## src/rtl/dr_mem_sched.sv

```systemverilog
// dr_mem_sched: directory-bank memory-side scheduler.
//
// Merges three directory-to-memory streams onto one registered memory request
// channel:
//   - demand requests   (req_*)   : id + command + address
//   - writebacks        (wb_*)    : full line + address
//   - L2 prefetches     (pfreq_*) : node id + address, buffered in a small
//                                   drop-oldest circular queue
//
// Handshake (all channels): a transfer happens in a cycle where valid is high
// and retry is low. While valid is high and retry is high the sender holds
// its payload stable.
//
// Ports:
//   clk, reset            clock, asynchronous active-low reset
//   req_valid/req_retry   demand request channel (req_drid, req_cmd, req_paddr)
//   wb_valid/wb_retry     writeback channel (wb_line, wb_paddr)
//   pfreq_valid/pfreq_retry prefetch channel (pfreq_nid, pfreq_paddr);
//                         pfreq_retry is tied low, overflow drops the oldest
//   mem_valid/mem_retry   registered memory channel; mem_kind 0=req 1=wb 2=pf,
//                         fields not belonging to the kind are zero
//   pf_drop_cnt           saturating count of prefetches lost to overflow
//
// The output register is a two-state machine (EMPTY/FULL); its state is
// visible directly on mem_valid.
module dr_mem_sched #(
  parameter int PADDR_W   = 50,
  parameter int DRID_W    = 6,
  parameter int CMD_W     = 3,
  parameter int NID_W     = 5,
  parameter int LINE_W    = 512,
  parameter int PF_DEPTH  = 8,
  parameter int WB_STARVE = 4,
  parameter int PF_STARVE = 16
) (
  input  logic               clk,
  input  logic               reset,
  // demand requests
  input  logic               req_valid,
  output logic               req_retry,
  input  logic [DRID_W-1:0]  req_drid,
  input  logic [CMD_W-1:0]   req_cmd,
  input  logic [PADDR_W-1:0] req_paddr,
  // writebacks
  input  logic               wb_valid,
  output logic               wb_retry,
  input  logic [LINE_W-1:0]  wb_line,
  input  logic [PADDR_W-1:0] wb_paddr,
  // prefetches
  input  logic               pfreq_valid,
  output logic               pfreq_retry,
  input  logic [NID_W-1:0]   pfreq_nid,
  input  logic [PADDR_W-1:0] pfreq_paddr,
  // memory channel
  output logic               mem_valid,
  input  logic               mem_retry,
  output logic [1:0]         mem_kind,
  output logic [DRID_W-1:0]  mem_drid,
  output logic [CMD_W-1:0]   mem_cmd,
  output logic [NID_W-1:0]   mem_nid,
  output logic [PADDR_W-1:0] mem_paddr,
  output logic [LINE_W-1:0]  mem_line,
  output logic [15:0]        pf_drop_cnt
);

  localparam int PTR_W = $clog2(PF_DEPTH);
  localparam int CNT_W = PTR_W + 1;

  localparam logic [CNT_W-1:0] PF_FULL = CNT_W'(PF_DEPTH);
  localparam logic [3:0]       WB_LIM  = 4'(WB_STARVE);
  localparam logic [4:0]       PF_LIM  = 5'(PF_STARVE);

  localparam logic [1:0] KIND_REQ = 2'd0;
  localparam logic [1:0] KIND_WB  = 2'd1;
  localparam logic [1:0] KIND_PF  = 2'd2;

  // Output register states
  localparam logic OUT_EMPTY = 1'b0;
  localparam logic OUT_FULL  = 1'b1;

  // ---------------------------------------------------------------------------
  // State
  // ---------------------------------------------------------------------------
  logic                out_state_q, out_state_d;
  logic [1:0]          mem_kind_q;
  logic [DRID_W-1:0]   mem_drid_q;
  logic [CMD_W-1:0]    mem_cmd_q;
  logic [NID_W-1:0]    mem_nid_q;
  logic [PADDR_W-1:0]  mem_paddr_q;
  logic [LINE_W-1:0]   mem_line_q;

  logic [PTR_W-1:0]    pf_head_q, pf_head_d;
  logic [PTR_W-1:0]    pf_tail_q, pf_tail_d;
  logic [CNT_W-1:0]    pf_cnt_q, pf_cnt_d;
  logic [PF_DEPTH-1:0] pf_vld_q, pf_vld_d;
  logic [NID_W-1:0]    pf_nid_q   [PF_DEPTH];
  logic [PADDR_W-1:0]  pf_paddr_q [PF_DEPTH];

  logic [3:0]          wb_age_q, wb_age_d;
  logic [4:0]          pf_age_q, pf_age_d;
  logic [15:0]         pf_drop_q, pf_drop_d;

  // ---------------------------------------------------------------------------
  // Grant selection
  // ---------------------------------------------------------------------------
  logic load_ok;
  logic head_valid;
  logic head_stale;
  logic wb_same_line;
  logic gnt_req, gnt_wb, gnt_pf;
  logic out_load;

  always_comb begin
    // FULL-and-draining counts as free, giving back-to-back issue.
    load_ok      = (out_state_q == OUT_EMPTY) || !mem_retry;
    head_valid   = (pf_cnt_q != '0) && pf_vld_q[pf_head_q];
    head_stale   = (pf_cnt_q != '0) && !pf_vld_q[pf_head_q];
    // A demand read must not overtake a writeback to the same line.
    wb_same_line = wb_valid &&
                   (wb_paddr[PADDR_W-1:6] == req_paddr[PADDR_W-1:6]);

    gnt_req = 1'b0;
    gnt_wb  = 1'b0;
    gnt_pf  = 1'b0;
    if (load_ok) begin
      if (wb_valid && (wb_age_q >= WB_LIM)) begin
        gnt_wb = 1'b1;
      end else if (head_valid && (pf_age_q >= PF_LIM)) begin
        gnt_pf = 1'b1;
      end else if (req_valid && !wb_same_line) begin
        gnt_req = 1'b1;
      end else if (wb_valid) begin
        gnt_wb = 1'b1;
      end else if (head_valid) begin
        gnt_pf = 1'b1;
      end
    end
    out_load = gnt_req || gnt_wb || gnt_pf;
  end

  // Retries are forced high while reset is held, whatever the grant logic says.
  assign req_retry   = !(reset && gnt_req);
  assign wb_retry    = !(reset && gnt_wb);
  assign pfreq_retry = 1'b0;

  // ---------------------------------------------------------------------------
  // Output register next state and payload mux
  // ---------------------------------------------------------------------------
  logic [1:0]         ld_kind;
  logic [DRID_W-1:0]  ld_drid;
  logic [CMD_W-1:0]   ld_cmd;
  logic [NID_W-1:0]   ld_nid;
  logic [PADDR_W-1:0] ld_paddr;
  logic [LINE_W-1:0]  ld_line;

  always_comb begin
    out_state_d = out_state_q;
    if (out_load) begin
      out_state_d = OUT_FULL;
    end else if ((out_state_q == OUT_FULL) && !mem_retry) begin
      out_state_d = OUT_EMPTY;
    end

    ld_kind  = KIND_REQ;
    ld_drid  = '0;
    ld_cmd   = '0;
    ld_nid   = '0;
    ld_paddr = '0;
    ld_line  = '0;
    if (gnt_req) begin
      ld_kind  = KIND_REQ;
      ld_drid  = req_drid;
      ld_cmd   = req_cmd;
      ld_paddr = req_paddr;
    end else if (gnt_wb) begin
      ld_kind  = KIND_WB;
      ld_paddr = wb_paddr;
      ld_line  = wb_line;
    end else if (gnt_pf) begin
      ld_kind  = KIND_PF;
      ld_nid   = pf_nid_q[pf_head_q];
      ld_paddr = pf_paddr_q[pf_head_q];
    end
  end

  always_ff @(posedge clk or negedge reset) begin
    if (!reset) begin
      out_state_q <= OUT_EMPTY;
      mem_kind_q  <= '0;
      mem_drid_q  <= '0;
      mem_cmd_q   <= '0;
      mem_nid_q   <= '0;
      mem_paddr_q <= '0;
      mem_line_q  <= '0;
    end else begin
      out_state_q <= out_state_d;
      if (out_load) begin
        mem_kind_q  <= ld_kind;
        mem_drid_q  <= ld_drid;
        mem_cmd_q   <= ld_cmd;
        mem_nid_q   <= ld_nid;
        mem_paddr_q <= ld_paddr;
        mem_line_q  <= ld_line;
      end
    end
  end

  assign mem_valid   = out_state_q;
  assign mem_kind    = mem_kind_q;
  assign mem_drid    = mem_drid_q;
  assign mem_cmd     = mem_cmd_q;
  assign mem_nid     = mem_nid_q;
  assign mem_paddr   = mem_paddr_q;
  assign mem_line    = mem_line_q;
  assign pf_drop_cnt = pf_drop_q;

  // ---------------------------------------------------------------------------
  // Prefetch queue
  // ---------------------------------------------------------------------------
  logic pf_push;
  logic pf_pop;
  logic pf_drop;
  logic pf_adv_head;
  logic push_squash;

  always_comb begin
    pf_push     = pfreq_valid;
    // Squashed entries at the head are retired without a grant.
    pf_pop      = gnt_pf || head_stale;
    // A push into a full queue with no pop evicts the oldest entry.
    pf_drop     = pf_push && (pf_cnt_q == PF_FULL) && !pf_pop;
    pf_adv_head = pf_pop || pf_drop;
    push_squash = gnt_req &&
                  (pfreq_paddr[PADDR_W-1:6] == req_paddr[PADDR_W-1:6]);

    pf_head_d = pf_adv_head ? pf_head_q + PTR_W'(1) : pf_head_q;
    pf_tail_d = pf_push     ? pf_tail_q + PTR_W'(1) : pf_tail_q;
    pf_cnt_d  = pf_cnt_q + CNT_W'(pf_push) - CNT_W'(pf_adv_head);

    // A granted demand request makes any queued prefetch of the same line
    // redundant. Unoccupied slots may be cleared too; a push rewrites the bit.
    pf_vld_d = pf_vld_q;
    if (gnt_req) begin
      for (int i = 0; i < PF_DEPTH; i++) begin
        if (pf_paddr_q[i][PADDR_W-1:6] == req_paddr[PADDR_W-1:6]) begin
          pf_vld_d[i] = 1'b0;
        end
      end
    end
    // When full, tail equals head, so this write also overwrites the evicted
    // or popped head slot.
    if (pf_push) begin
      pf_vld_d[pf_tail_q] = !push_squash;
    end

    pf_drop_d = (pf_drop && (pf_drop_q != 16'hFFFF)) ? pf_drop_q + 16'd1
                                                     : pf_drop_q;
  end

  always_ff @(posedge clk or negedge reset) begin
    if (!reset) begin
      pf_head_q <= '0;
      pf_tail_q <= '0;
      pf_cnt_q  <= '0;
      pf_vld_q  <= '0;
      pf_drop_q <= '0;
      for (int i = 0; i < PF_DEPTH; i++) begin
        pf_nid_q[i]   <= '0;
        pf_paddr_q[i] <= '0;
      end
    end else begin
      pf_head_q <= pf_head_d;
      pf_tail_q <= pf_tail_d;
      pf_cnt_q  <= pf_cnt_d;
      pf_vld_q  <= pf_vld_d;
      pf_drop_q <= pf_drop_d;
      if (pf_push) begin
        pf_nid_q[pf_tail_q]   <= pfreq_nid;
        pf_paddr_q[pf_tail_q] <= pfreq_paddr;
      end
    end
  end

  // ---------------------------------------------------------------------------
  // Anti-starvation age counters
  // ---------------------------------------------------------------------------
  always_comb begin
    if (!wb_valid || gnt_wb) begin
      wb_age_d = '0;
    end else if (wb_age_q != 4'hF) begin
      wb_age_d = wb_age_q + 4'd1;
    end else begin
      wb_age_d = wb_age_q;
    end

    // The age follows the head entry: whenever the head moves (grant, silent
    // retire or eviction) the new head starts from zero.
    if (pf_adv_head) begin
      pf_age_d = '0;
    end else if (head_valid && !gnt_pf && (pf_age_q != 5'h1F)) begin
      pf_age_d = pf_age_q + 5'd1;
    end else begin
      pf_age_d = pf_age_q;
    end
  end

  always_ff @(posedge clk or negedge reset) begin
    if (!reset) begin
      wb_age_q <= '0;
      pf_age_q <= '0;
    end else begin
      wb_age_q <= wb_age_d;
      pf_age_q <= pf_age_d;
    end
  end

endmodule

```

## config.mk

```make
export PLATFORM = sky130hd
export DESIGN_NAME = dr_mem_sched
export DESIGN_NICKNAME = d
export VERILOG_FILES = /design/src/rtl/dr_mem_sched.sv
export SDC_FILE = /design/constraint.sdc
export NUM_CORES = 2
export LEC_CHECK = 0
export ABC_CLOCK_PERIOD_IN_PS = 4450
export BUFFER_PORTS_ARGS = -buffer_cell sky130_fd_sc_hd__buf_4
export CORE_AREA = 5 5 500 502
export CTS_CLUSTER_DIAMETER = 40
export DETAILED_ROUTE_END_ITERATION = 8
export DIE_AREA = 0 0 505 507
export PLACE_DENSITY = 0.34
export SYNTH_ARGS = -nofsm -noshare
export SYNTH_HDL_FRONTEND = slang
export SYNTH_SLANG_ARGS = --single-unit
```

## constraint.sdc

```tcl
create_clock -name clk -period 4.45 [get_ports clk]
set_input_delay 1.335 -clock clk [delete_from_list [all_inputs] [get_ports clk]]
set_output_delay 1.335 -clock clk [all_outputs]
set_load 0.05 [all_outputs]
```

==> results.py <==
metrics = {
    "power": {
        "p_leak_nw": 33.3,
        "vdd_drop_max_mv": 0.557,
        "p_switching_w": 0.0237,
        "power.density_nw_per_um2": 828,
        "seqPwrFrac_pct": 26.9,
        "p_sw_share_pct": 39.6,
        "p_clk_share_pct": 35.0,
        "finalPower_w": 0.0599,
        "p_int_w": 0.0362,
        "p_comb_share_pct": 38.1,
    },
    "detailed_routing": {
        "drtAntennaViolNets": 0,
        "avgRoutedWirePerCell_um": 40.1,
        "wirelength_um": 337000,
        "dr.pass1.iters": 5,
        "drt_iter0_drc": 3558,
        "vias": 39400,
        "vias_per_cell": 4.69,
        "drcViolationCount": 0,
    },
    "synthesis": {
        "synthesis.nets": 4136,
        "ys_ff_latch": 1062,
        "syn_area_um2": 47800,
        "synth.distinct_cells": 53,
        "syn-instance-count": 3441,
        "synth_edf_count": 0,
        "yosysWarnings": 0,
        "synth-async-reset-ratio_pct": 100,
        "syn_avg_cell_area_um2": 13.9,
        "ys_seq_area_share_pct": 55.6,
        "synth_top_flop_cell": "dfrtp_1",
    },
    "clock_tree": {
        "insertion_delay_ps": 930,
        "path_clk_slew_ps": 50,
        "cts_sinks": 1062,
        "cts_tree": "yes",
        "root_buffer": "clkbuf_16",
        "ctsLongestPathBuffers": 4,
        "h-tree-depth": 5,
        "cts_inserted_buffers": 294,
    },
    "critical_path": {
        "critPathBufInv": 2,
        "cp.required_ps": 3120,
        "crit_start": "req_paddr[44]",
        "crit_type": "in2out",
        "r2r.worst_path.cells": 13,
        "worstPathCellList": "buf_8 -> xnor2_4 -> nand4_1 -> nor4_2 -> nand4_1 -> o21ai_4 -> nand2_4 -> buf_8",
        "endpoint": "wb_retry",
        "crit_arrival_ps": 3300,
        "worst-path-stages": 8,
        "path_max_fanout": 2,
        "slowest_stage": "nand4_1",
        "max_stage_delay_ps": 430,
        "critPathCaptureType": "output port",
        "critPathTopFamily": "simple AND/OR/NAND/NOR gates",
        "reg2reg_to": "mem_line[275]$_DFFE_PN0P_",
        "critPathLaunchType": "primary input",
        "r2r_start": "pf_head_q[1]$_DFFE_PN0N_",
        "reg2reg_setup_slack_ps": 590,
    },
    "hold_path": {
        "hold_path_class": "in2async",
    },
    "sta": {
        "slew_headroom_pct": 31.2,
        "setup_slack_ps": -184,
        "rsz0062_at_grt": "yes",
        "timing.fmax_mhz": 216,
        "tightest_slew_ps": 1030,
        "fin_crit_ps": 4630,
        "period_share_pct": 104,
        "fin_skew_ps": 77.6,
        "whs_ps": 274,
        "drv_slew": 0,
        "hold_viol": 0,
        "setup_viol": 2,
    },
    "die": {
        "die-area_um2": 256000,
        "core_area_um2": 245000,
        "top_level_ports": 1280,
        "die_h_um": 507,
        "die_w_um": 505,
        "start_util_pct": 19.5,
        "rows": 182,
    },
    "layout": {
        "layout-drive-gt1-share_pct": 50.5,
        "regArea_um2": 26600,
        "finalInstanceArea_um2": 72400,
        "multi_input_area_um2": 20000,
        "nets": 5623,
        "fillerInstances": 25000,
        "area_delta_synth_final_pct": 51.2,
    },
    "placement": {
        "routabilityCongestion": 0.940,
        "io_buffer_count": 1278,
        "dp_hpwl_um": 271000,
        "placed_area_um2": 62400,
    },
    "grt": {
        "track_usage_pct": 25.4,
        "antenna_found_initial": 189,
        "gr-total-overflow": 0,
        "grt_pass1_wl_um": 430000,
        "grt_pass1_vias": 39600,
        "grt_max_degree": 162,
    },
    "run_status": {
        "failed_checks": "setup timing",
        "status": "finished with violations",
    },
    "flow_run": {
        "maxCapViolations": 0,
    },
}
-- synthesized netlist by cell type, drive strengths merged (3+ instances only) --
library cell / instances / area, µm²
a21o: 3 / 22.5
nor3: 11 / 60.1
buf: 196 / 967
a221oi: 35 / 307
o41ai: 4 / 35.0
or3: 3 / 18.8
inv: 11 / 41.3
a221o: 15 / 150
mux4: 110 / 2480
dfrtp: 1062 / 26600
ha: 12 / 150
mux2: 494 / 5560
o311ai: 4 / 35.0
xnor2: 131 / 1150
nand3: 20 / 105
o21ai: 6 / 33.8
a21oi: 3 / 15.0
o2bb2ai: 40 / 350
nor2: 76 / 285
a22o: 522 / 4570
nand4: 61 / 382
nand2: 20 / 75.1
clkbuf: 121 / 459
xor2: 333 / 2920
mux2i: 30 / 300
nand4b: 4 / 35.0
nor2b: 3 / 18.8
nor4: 89 / 557
-- placed cells by master (no fill, tap or decap), types with 9 or more instances in the layout --
| master | netlist | routed |
|---|---|---|
| a221oi_1 | 35 | 35 |
| mux2i_1 | 30 | 30 |
| a22o_1 | 522 | 522 |
| nor4_1 | 89 | 85 |
| inv_1 | 11 | 11 |
| mux2_1 | 16 | 16 |
| clkinvlp_4 | 0 | 17 |
| nand4_1 | 61 | 61 |
| buf_4 | 38 | 1454 |
| xor2_1 | 333 | 333 |
| dfrtp_1 | 1062 | 1059 |
| a221o_1 | 15 | 15 |
| nand3_1 | 19 | 18 |
| o2bb2ai_1 | 40 | 40 |
| nand2_1 | 20 | 17 |
| mux4_2 | 110 | 110 |
| ha_1 | 12 | 12 |
| clkinv_2 | 0 | 57 |
| mux2_2 | 478 | 478 |
| bufinv_16 | 0 | 27 |
| diode_2 | 0 | 44 |
| xnor2_1 | 131 | 120 |
| clkbuf_8 | 0 | 51 |
| nor2_1 | 76 | 76 |
| buf_12 | 0 | 44 |
| clkbuf_1 | 117 | 39 |
| xnor2_2 | 0 | 9 |
| clkbuf_16 | 0 | 298 |
-- how the worst min path moves through the flow --
stage,cells after the start,slack (ps),endpoint,startpoint
after floorplan,1,470,pf_nid_q[5]$_DFFE_PN0P_,pf_nid_q[5]$_DFFE_PN0P_
after global placement,1,460,mem_kind[0]$_DFFE_PN0P_,mem_kind[0]$_DFFE_PN0P_
after detailed placement,1,470,mem_kind[0]$_DFFE_PN0P_,mem_kind[0]$_DFFE_PN0P_
after CTS,1,200,mem_line[172]$_DFFE_PN0P_,reset
after global routing,1,230,mem_line[172]$_DFFE_PN0P_,reset
final,1,270,mem_line[172]$_DFFE_PN0P_,reset
-- power groups by stage --
| stage | registers [W] | logic, W | clock network [W] |
|---|---|---|---|
| global placement | 0.0161 | 0.0229 | 0 |
| global route | 0.0165 | 0.0237 | 0.0219 |
| detailed placement | 0.0162 | 0.0230 | 0 |
| CTS | 0.0161 | 0.0231 | 0.0214 |
| floorplan | 0.0194 | 0.00924 | 0 |
| finish | 0.0161 | 0.0228 | 0.0210 |
-- registers in the layout, summed over array words and instances (netlist names) --
signal	flops
pf_age_q	5
pf_nid_q	40
pf_drop_cnt	16
mem_cmd	3
pf_head_q	3
mem_valid	1
mem_line	512
wb_age_q	4
pf_cnt_q	4
mem_paddr	50
mem_nid	5
mem_drid	6
pf_tail_q	3
pf_vld_q	8
mem_kind	2
pf_paddr_q	400
-- routing by layer --
layer / vias to the layer above / track usage, % / share of wire (%)
met5: - / 0 / 0.032
met4: 16 / 7.90 / 3.9
met3: 644 / 7.33 / 7.4
met2: 2001 / 41.0 / 47
met1: 20600 / 32.7 / 42
li1: 16100 / - / -
-- cell families (layout without fill, tap and decap cells) --
logic type               count (synthesis)  after routing  share of synthesized area [%]
buffers and inverters                  328           2021                           3.07
other                                    1             45                        0.00784
AND/OR/NAND/NOR                        296            296                           3.35
XOR/XNOR                               464            464                           8.50
adder cells (fa/ha/maj)                 13             13                          0.356
multiplexers                           634            634                           17.4
flip-flops                            1062           1062                           55.6
AO/OA/AOI/OAI                          643            643                           11.7
-- per-stage QoR --
| stage | instances | utilization [%] | setup TNS, ps | worst slack [ps] |
|---|---|---|---|---|
| detailed placement | 7851 | 25.5 | -234670 | -694 |
| floorplan | 3441 | - | 0 | 25.2 |
| finish | 8398 | 29.6 | -268 | -184 |
| global placement | 7851 | 25.5 | -263340 | -759 |
| global route | 8371 | 29.5 | -250 | -165 |
| CTS | 8353 | 29.5 | -100 | -80.2 |
-- cell type report --
type                       instances  share of cell area (%)
timing repair buffer            1508                    16.5
tap                             3220                    5.57
clock buffer                     388                    11.5
sequential                      1062                    36.7
multi-input combinational       2051                    27.6
inverter                          11                  0.0571
clock inverter                   114                    1.88
antenna                           44                   0.152
-- repair_timing --
| action | 4_1_cts | 5_1_grt |
|---|---|---|
| buffers inserted | 2 | 1 |
| resized for setup | 28 | 8 |
| hold endpoints to repair | 0 | 0 |
| hold buffers | 0 | 0 |
| setup endpoints to repair | 2 | 2 |
| pin swaps | 9 | 6 |
| gates cloned | 0 | 0 |
(Power assumes the default switching activity.)
